## config.mk

```make
export PLATFORM = sky130hd
export DESIGN_NAME = pc_stack_unit_flat
export DESIGN_NICKNAME = d
export VERILOG_FILES = /design/src/rtl/pc_stack_unit_pkg.sv /design/src/rtl/pc_stack_unit_if.sv /design/src/rtl/pc_stack_unit_ret_stack.sv /design/src/rtl/pc_stack_unit.sv /design/src/flat_wrapper.sv
export SDC_FILE = /design/constraint.sdc
export NUM_CORES = 1
export LEC_CHECK = 0
export CORE_MARGIN = 2
export CORE_UTILIZATION = 40
export CTS_CLUSTER_DIAMETER = 80
export DETAILED_ROUTE_END_ITERATION = 8
export DONT_BUFFER_PORTS = 1
export HOLD_SLACK_MARGIN = 0.08
export PLACE_DENSITY = 0.54
export SKIP_LAST_GASP = 1
export SLEW_MARGIN = 5
export SYNTH_ARGS = -nofsm -noshare
export SYNTH_HDL_FRONTEND = slang
export SYNTH_SLANG_ARGS = --single-unit
export TNS_END_PERCENT = 30
```

## constraint.sdc

```tcl
create_clock -name clk -period 6 [get_ports clk]
set_input_delay 0.9 -clock clk [delete_from_list [all_inputs] [get_ports clk]]
set_output_delay 0.9 -clock clk [all_outputs]
set_load 0.01 [all_outputs]
```

## src/rtl/pc_stack_unit_pkg.sv

```systemverilog
// Shared CPU control constants: default datapath width, PC operation codes
// and the request priority encoder used by the PC unit and decoder checks.
package pc_stack_unit_pkg;

    localparam int WIDTH_DEF = 16;

    typedef enum logic [2:0] {
        OP_NONE   = 3'd0,
        OP_NXT    = 3'd1,
        OP_BRANCH = 3'd2,
        OP_CALL   = 3'd3,
        OP_RET    = 3'd4,
        OP_LOAD   = 3'd5
    } op_e;

    // Highest-priority request wins: load > ret > call > branch > nxt.
    function automatic op_e op_encode(input logic nxt, input logic branch,
                                      input logic call, input logic ret,
                                      input logic load);
        op_e op;
        if (load) begin
            op = OP_LOAD;
        end else if (ret) begin
            op = OP_RET;
        end else if (call) begin
            op = OP_CALL;
        end else if (branch) begin
            op = OP_BRANCH;
        end else if (nxt) begin
            op = OP_NXT;
        end else begin
            op = OP_NONE;
        end
        return op;
    endfunction

endpackage

```

## src/rtl/pc_stack_unit_if.sv

```systemverilog
// Decoder-to-PC-unit bundle: operation requests in, PC and stack status out.
interface pc_stack_unit_if #(
    parameter int WIDTH = pc_stack_unit_pkg::WIDTH_DEF,
    parameter int OFF_W = 8,
    parameter int DEPTH = 4
) ();
    localparam int DW = $clog2(DEPTH + 1);

    logic             nxt;
    logic             load;
    logic             branch;
    logic             call;
    logic             ret;
    logic             err_clr;
    logic [WIDTH-1:0] target;
    logic [OFF_W-1:0] offset;
    logic [WIDTH-1:0] pc;
    logic [WIDTH-1:0] top;
    logic [DW-1:0]    depth;
    logic             stack_full;
    logic             stack_empty;
    logic             err;

    modport master (
        output nxt, load, branch, call, ret, err_clr, target, offset,
        input  pc, top, depth, stack_full, stack_empty, err
    );

    modport slave (
        input  nxt, load, branch, call, ret, err_clr, target, offset,
        output pc, top, depth, stack_full, stack_empty, err
    );
endinterface

```

## src/rtl/pc_stack_unit_ret_stack.sv

```systemverilog
// Parametrised return-address LIFO; push and pop are ignored when they would
// overflow or underflow, so the caller decides how to report the fault.
module ret_stack #(
    parameter int WIDTH = 16,
    parameter int DEPTH = 4,
    localparam int DW   = $clog2(DEPTH + 1)
) (
    input  logic             clk,
    input  logic             rst,
    input  logic             push,
    input  logic             pop,
    input  logic [WIDTH-1:0] din,
    output logic [WIDTH-1:0] top,
    output logic [DW-1:0]    depth,
    output logic             full,
    output logic             empty
);
    logic [WIDTH-1:0] mem_r [DEPTH];
    logic [DW-1:0]    depth_r;
    logic [WIDTH-1:0] top_s;

    assign full  = (depth_r == DW'(DEPTH));
    assign empty = (depth_r == {DW{1'b0}});
    assign depth = depth_r;
    assign top   = top_s;

    // Occupancy counter.
    always_ff @(posedge clk or negedge rst) begin
        if (!rst) begin
            depth_r <= {DW{1'b0}};
        end else if (push && !full) begin
            depth_r <= depth_r + DW'(1);
        end else if (pop && !empty) begin
            depth_r <= depth_r - DW'(1);
        end else begin
            depth_r <= depth_r;
        end
    end

    // Entry storage; the loop compare avoids indexing with the wider count.
    always_ff @(posedge clk or negedge rst) begin
        if (!rst) begin
            for (int i = 0; i < DEPTH; i++) begin
                mem_r[i] <= {WIDTH{1'b0}};
            end
        end else begin
            for (int i = 0; i < DEPTH; i++) begin
                if (push && !full && (depth_r == DW'(i))) begin
                    mem_r[i] <= din;
                end else begin
                    mem_r[i] <= mem_r[i];
                end
            end
        end
    end

    // Top-of-stack select, zero when empty.
    always_comb begin
        top_s = {WIDTH{1'b0}};
        for (int i = 0; i < DEPTH; i++) begin
            if (depth_r == DW'(i + 1)) begin
                top_s = mem_r[i];
            end else begin
                top_s = top_s;
            end
        end
    end
endmodule

```

## src/rtl/pc_stack_unit.sv

```systemverilog
// Fetch-stage program counter with step, relative branch, call/return via a
// hardware return stack, and a sticky fault flag for stack over/underflow.
module pc_stack_unit
    import pc_stack_unit_pkg::*;
#(
    parameter int WIDTH     = WIDTH_DEF,
    parameter int STEP      = 1,
    parameter int OFF_W     = 8,
    parameter int DEPTH     = 4,
    parameter int RESET_VEC = 0
) (
    input  logic            clk,
    input  logic            rst,
    pc_stack_unit_if.slave  bus
);
    localparam int DW = $clog2(DEPTH + 1);
    localparam logic [WIDTH-1:0] STEP_W = WIDTH'(STEP);

    logic [WIDTH-1:0] pc_r;
    logic             err_r;
    logic [WIDTH-1:0] pc_nxt_s;
    logic             err_nxt_s;
    logic             push_s;
    logic             pop_s;
    logic             fault_s;
    logic [WIDTH-1:0] off_ext_s;
    logic [WIDTH-1:0] ret_addr_s;
    logic [WIDTH-1:0] top_s;
    logic [DW-1:0]    depth_s;
    logic             full_s;
    logic             empty_s;
    op_e              op_s;

    assign op_s       = op_encode(bus.nxt, bus.branch, bus.call, bus.ret, bus.load);
    assign off_ext_s  = WIDTH'($signed(bus.offset));
    assign ret_addr_s = pc_r + STEP_W;

    ret_stack #(.WIDTH(WIDTH), .DEPTH(DEPTH)) u_ret_stack (
        .clk   (clk),
        .rst   (rst),
        .push  (push_s),
        .pop   (pop_s),
        .din   (ret_addr_s),
        .top   (top_s),
        .depth (depth_s),
        .full  (full_s),
        .empty (empty_s)
    );

    // Next-PC, stack control and fault detection for the selected operation.
    always_comb begin
        pc_nxt_s = pc_r;
        push_s   = 1'b0;
        pop_s    = 1'b0;
        fault_s  = 1'b0;
        case (op_s)
            OP_LOAD:   pc_nxt_s = bus.target;
            OP_RET: begin
                if (!empty_s) begin
                    pc_nxt_s = top_s;
                    pop_s    = 1'b1;
                end else begin
                    fault_s  = 1'b1;
                end
            end
            OP_CALL: begin
                if (!full_s) begin
                    pc_nxt_s = bus.target;
                    push_s   = 1'b1;
                end else begin
                    fault_s  = 1'b1;
                end
            end
            OP_BRANCH: pc_nxt_s = pc_r + off_ext_s;
            OP_NXT:    pc_nxt_s = ret_addr_s;
            default:   pc_nxt_s = pc_r;
        endcase
    end

    // A fault in the same cycle as err_clr keeps the flag set.
    always_comb begin
        if (fault_s) begin
            err_nxt_s = 1'b1;
        end else if (bus.err_clr) begin
            err_nxt_s = 1'b0;
        end else begin
            err_nxt_s = err_r;
        end
    end

    // PC and fault flag registers.
    always_ff @(posedge clk or negedge rst) begin
        if (!rst) begin
            pc_r  <= WIDTH'(RESET_VEC);
            err_r <= 1'b0;
        end else begin
            pc_r  <= pc_nxt_s;
            err_r <= err_nxt_s;
        end
    end

    assign bus.pc          = pc_r;
    assign bus.err         = err_r;
    assign bus.top         = top_s;
    assign bus.depth       = depth_s;
    assign bus.stack_full  = full_s;
    assign bus.stack_empty = empty_s;
endmodule

```

## src/flat_wrapper.sv

```systemverilog
// flat-port wrapper written by rule: the top's interface ports become plain ports
module pc_stack_unit_flat import pc_stack_unit_pkg::*;
#(
    parameter int WIDTH     = WIDTH_DEF,
    parameter int STEP      = 1,
    parameter int OFF_W     = 8,
    parameter int DEPTH     = 4,
    parameter int RESET_VEC = 0
)
  (clk, rst, bus_nxt, bus_load, bus_branch, bus_call, bus_ret, bus_err_clr, bus_target, bus_offset, bus_pc, bus_top, bus_depth, bus_stack_full, bus_stack_empty, bus_err);
  pc_stack_unit_if #(.WIDTH(WIDTH), .OFF_W(OFF_W), .DEPTH(DEPTH)) bus_i ();
  input  logic clk;
  input  logic rst;
  input wire logic [$bits(bus_i.nxt)-1:0] bus_nxt;
  input wire logic [$bits(bus_i.load)-1:0] bus_load;
  input wire logic [$bits(bus_i.branch)-1:0] bus_branch;
  input wire logic [$bits(bus_i.call)-1:0] bus_call;
  input wire logic [$bits(bus_i.ret)-1:0] bus_ret;
  input wire logic [$bits(bus_i.err_clr)-1:0] bus_err_clr;
  input wire logic [$bits(bus_i.target)-1:0] bus_target;
  input wire logic [$bits(bus_i.offset)-1:0] bus_offset;
  output wire logic [$bits(bus_i.pc)-1:0] bus_pc;
  output wire logic [$bits(bus_i.top)-1:0] bus_top;
  output wire logic [$bits(bus_i.depth)-1:0] bus_depth;
  output wire logic [$bits(bus_i.stack_full)-1:0] bus_stack_full;
  output wire logic [$bits(bus_i.stack_empty)-1:0] bus_stack_empty;
  output wire logic [$bits(bus_i.err)-1:0] bus_err;
  assign bus_i.nxt = bus_nxt;
  assign bus_i.load = bus_load;
  assign bus_i.branch = bus_branch;
  assign bus_i.call = bus_call;
  assign bus_i.ret = bus_ret;
  assign bus_i.err_clr = bus_err_clr;
  assign bus_i.target = bus_target;
  assign bus_i.offset = bus_offset;
  assign bus_pc = bus_i.pc;
  assign bus_top = bus_i.top;
  assign bus_depth = bus_i.depth;
  assign bus_stack_full = bus_i.stack_full;
  assign bus_stack_empty = bus_i.stack_empty;
  assign bus_err = bus_i.err;
  pc_stack_unit #(.WIDTH(WIDTH), .STEP(STEP), .OFF_W(OFF_W), .DEPTH(DEPTH), .RESET_VEC(RESET_VEC)) u_core (.clk(clk), .rst(rst), .bus(bus_i));
endmodule
```

==> results.ini <==
[timing]
maxSlewViolCount=0
max_freq_mhz=217
fin_setup_tns_ns=0
slew_headroom_pct=21.8
timing.final.ws_setup_ns=1.40
worst_pin_slew_ns=1.17
rsz0062_at_grt=no
setup_viol=0
finalHoldViolCount=0
period_share_pct=76.7
fin_skew_ns=0.00765
period_needed_ns=4.60

[logic_synthesis]
syn_nets=657
async_reset_ff_share_pct=100
synth_seq_cells=84
synthCells=602
syn_area_um2=5350
avgSynthCellArea_um2=8.89
synth_edf_count=0
synth_area_leaders=dfrtp_1 (39%), o21ai_0 (8.2%), nand2_1 (6.9%)
synth.most_common_cell=nand2_1
synth_warnings=0
ys.flop_type=dfrtp_1
synth_common_cells=nand2_1 (99), o21ai_0 (88), dfrtp_1 (84), a21oi_1 (33), nor2_1 (29)
yosys.area.top_type=dfrtp_1
ys_types=72
synth_top_cell_area_share_pct=39.3
ys_seq_area_share_pct=39.3

[critical_path]
crit_path_start=u_core.u_ret_stack.depth[2]
rrSetupSlack_ns=2.12
arrival_ns=3.70
path_max_fanout=22
required_ns=5.10
cp_top_family=adder cells
timing.rr.start=u_core.u_ret_stack.depth[2]
cp_slowest_stage_delay_ns=0.88
worst-path-buf-inv=2
cp.depth=6
reg2regPathDepth=8
crit_path_end_kind=output port
cp-endpoint=bus_top[12]
crit_top_cell=inv_1
timing.rr.end=u_core.bus.pc[6]
crit_slowest_cell=ha_1
cp-start-kind=flip-flop
cp_cell_sequence=inv_1 -> ha_1 -> inv_1 -> nor2_2 -> a22oi_1 -> o21ai_0
path_class=flip-flop to output port

[grt]
antenna_found_initial=1
grt_pass1_vias=4321
overflow=0
grt_pass1_wl_um=25000
globalRouteTotalUtil_pct=22.6
grt_max_degree=85

[clocking]
cts-buffers-inserted=9
clock-sinks=84
cts.htree.levels=3
cts.repair.resized=0
cts_tree=built
max-clock-path-buffers=2
clk_latency_ns=0.34
clk_pin_slew_worst_paths_ns=0.07
cts_setup_buffers=0
root_buffer=clkbuf_16
cts_hold_buffers=0

[cells_and_area]
nNetsFinal=633
syn_to_final_growth_pct=5.94
finish.utilization_pct=43.1
drive_above_1_share_pct=9.09
fillerInstances=1305

[pwr]
leakagePower_uw=0.00236
vdd_drop_max_v=0.000149
p_total_uw=2790
p_per_area_nw_per_um2=492

[drt]
vias=4520
wl_um=16000
viasPerCell=5.95
wire_per_inst_um=21.0
drt_iter0_drc=308
drcViolationCount=0
dr.pass1.iters=7
antenna_left=0

[place]
pre_cts_ws_ns=1.74
gp_congestion=0.865
dp_hpwl_um=11600
portBuffers=0

[die]
fp-row-count=42
ioPinCount=70
die_width_um=120
dieArea_um2=14300
dieHeight_um=120
start_util_pct=40.7
core_um2=13100

[flow_run]
max_cap_viol_count=0

[worst_hold_path]
min_path_type=input pin to asynchronous set/reset pin

[outcome]
status=finished, final reports clean

## logic make-up (layout without fill, tap and decap cells)
family                   count (synthesis)  after routing  synth area share [%]
AO/OA/AOI/OAI                          216            216                  26.8
AND/OR/NAND/NOR                        199            199                  18.5
flip-flops                              84             84                  39.3
buffers and inverters                   52             33                  4.94
adder cells (fa/ha/maj)                 23             23                  5.52
XOR/XNOR                                23             23                  3.91
multiplexers                             5              5                  1.03
other                                    0              1                     0
## cell type report
| class | instances | area [um^2] | area share (%) |
|---|---|---|---|
| tap | 176 | 220 | 3.89 |
| clock inverter | 4 | 48.8 | 0.861 |
| clock buffer | 12 | 246 | 4.35 |
| sequential | 84 | 2100 | 37.1 |
| antenna | 1 | 2.50 | 0.0442 |
| multi-input combinational | 466 | 2980 | 52.6 |
| inverter | 17 | 63.8 | 1.13 |
## power breakdown
group | leakage, uW | switching [uW] | internal, uW
clock | 0.000147 | 229 | 334
combinational | 0.00114 | 740 | 419
sequential | 0.00107 | 266 | 801
## cells in the final DEF (no fill, tap or decap), types with 3 or more instances in the layout
cell / instances
xnor2_1: 12
and4_1: 4
clkbuf_16: 9
nand4_1: 6
or3_1: 4
a211oi_1: 3
nand2_1: 99
xor2_1: 10
o211ai_1: 5
o211a_1: 3
dfrtp_1: 84
o21ai_0: 88
nor2_2: 3
o22ai_1: 7
nand3b_1: 5
nand3_1: 12
a22oi_1: 4
a31oi_1: 4
ha_1: 22
a221o_1: 8
mux2_2: 4
a221oi_1: 11
o21ai_2: 3
o221ai_1: 3
a21o_1: 6
nor2_1: 29
inv_1: 16
nor3_1: 11
o21a_1: 4
o21ai_1: 5
a221oi_2: 6
a21oi_2: 4
a21oi_1: 33
## registers in the layout, summed over array words and instances, names as in the netlist
signal	flops
u_core.u_ret_stack.mem_r	64
u_core.bus.pc	16
u_core.u_ret_stack.depth	3
u_core.bus.err	1
## metrics by stage
stage          instances  hold WS [ns]  area (um^2)
2_1_floorplan        602         0.442         5350
3_3_place_gp         743         0.455         5370
3_5_place_dp         743         0.465         5370
4_1_cts              759         0.243         5660
5_1_grt              759         0.238         5660
6_report             760         0.251         5670
## per-layer routing
layer | routed length [um] | share of wire, % | GRT usage [%]
met1 | 7230 | 45 | 31.2
met2 | 7370 | 46 | 35.4
met3 | 1130 | 7.1 | 5.51
met4 | 265 | 1.7 | 6.54
met5 | 0 | 0 | 0
## worst min-delay path by stage
stage	from	endpoint	slack, ns	cells after the start
after floorplan	u_core.u_ret_stack.mem_r[45]	u_core.u_ret_stack.mem_r[45]	0.44	2
after global placement	u_core.u_ret_stack.mem_r[39]	u_core.u_ret_stack.mem_r[39]	0.46	2
after detailed placement	u_core.u_ret_stack.mem_r[39]	u_core.u_ret_stack.mem_r[39]	0.46	2
after CTS	rst	u_core.bus.pc[0]	0.24	0
after global routing	rst	u_core.bus.pc[0]	0.24	0
final	rst	u_core.bus.pc[0]	0.25	0
## worst reg2reg max path: cells and delay by family (launching register included)
| family | cells | cell delay [ns] |
|---|---|---|
| buffers and inverters | 2 | 0.80 |
| DFF | 1 | 0.72 |
| AOI/OAI and AO/OA | 4 | 0.86 |
| adders and majority gates | 1 | 0.88 |
| and+or+nand+nor | 1 | 0.55 |
Note: power is estimated with default switching activity, not from simulation.
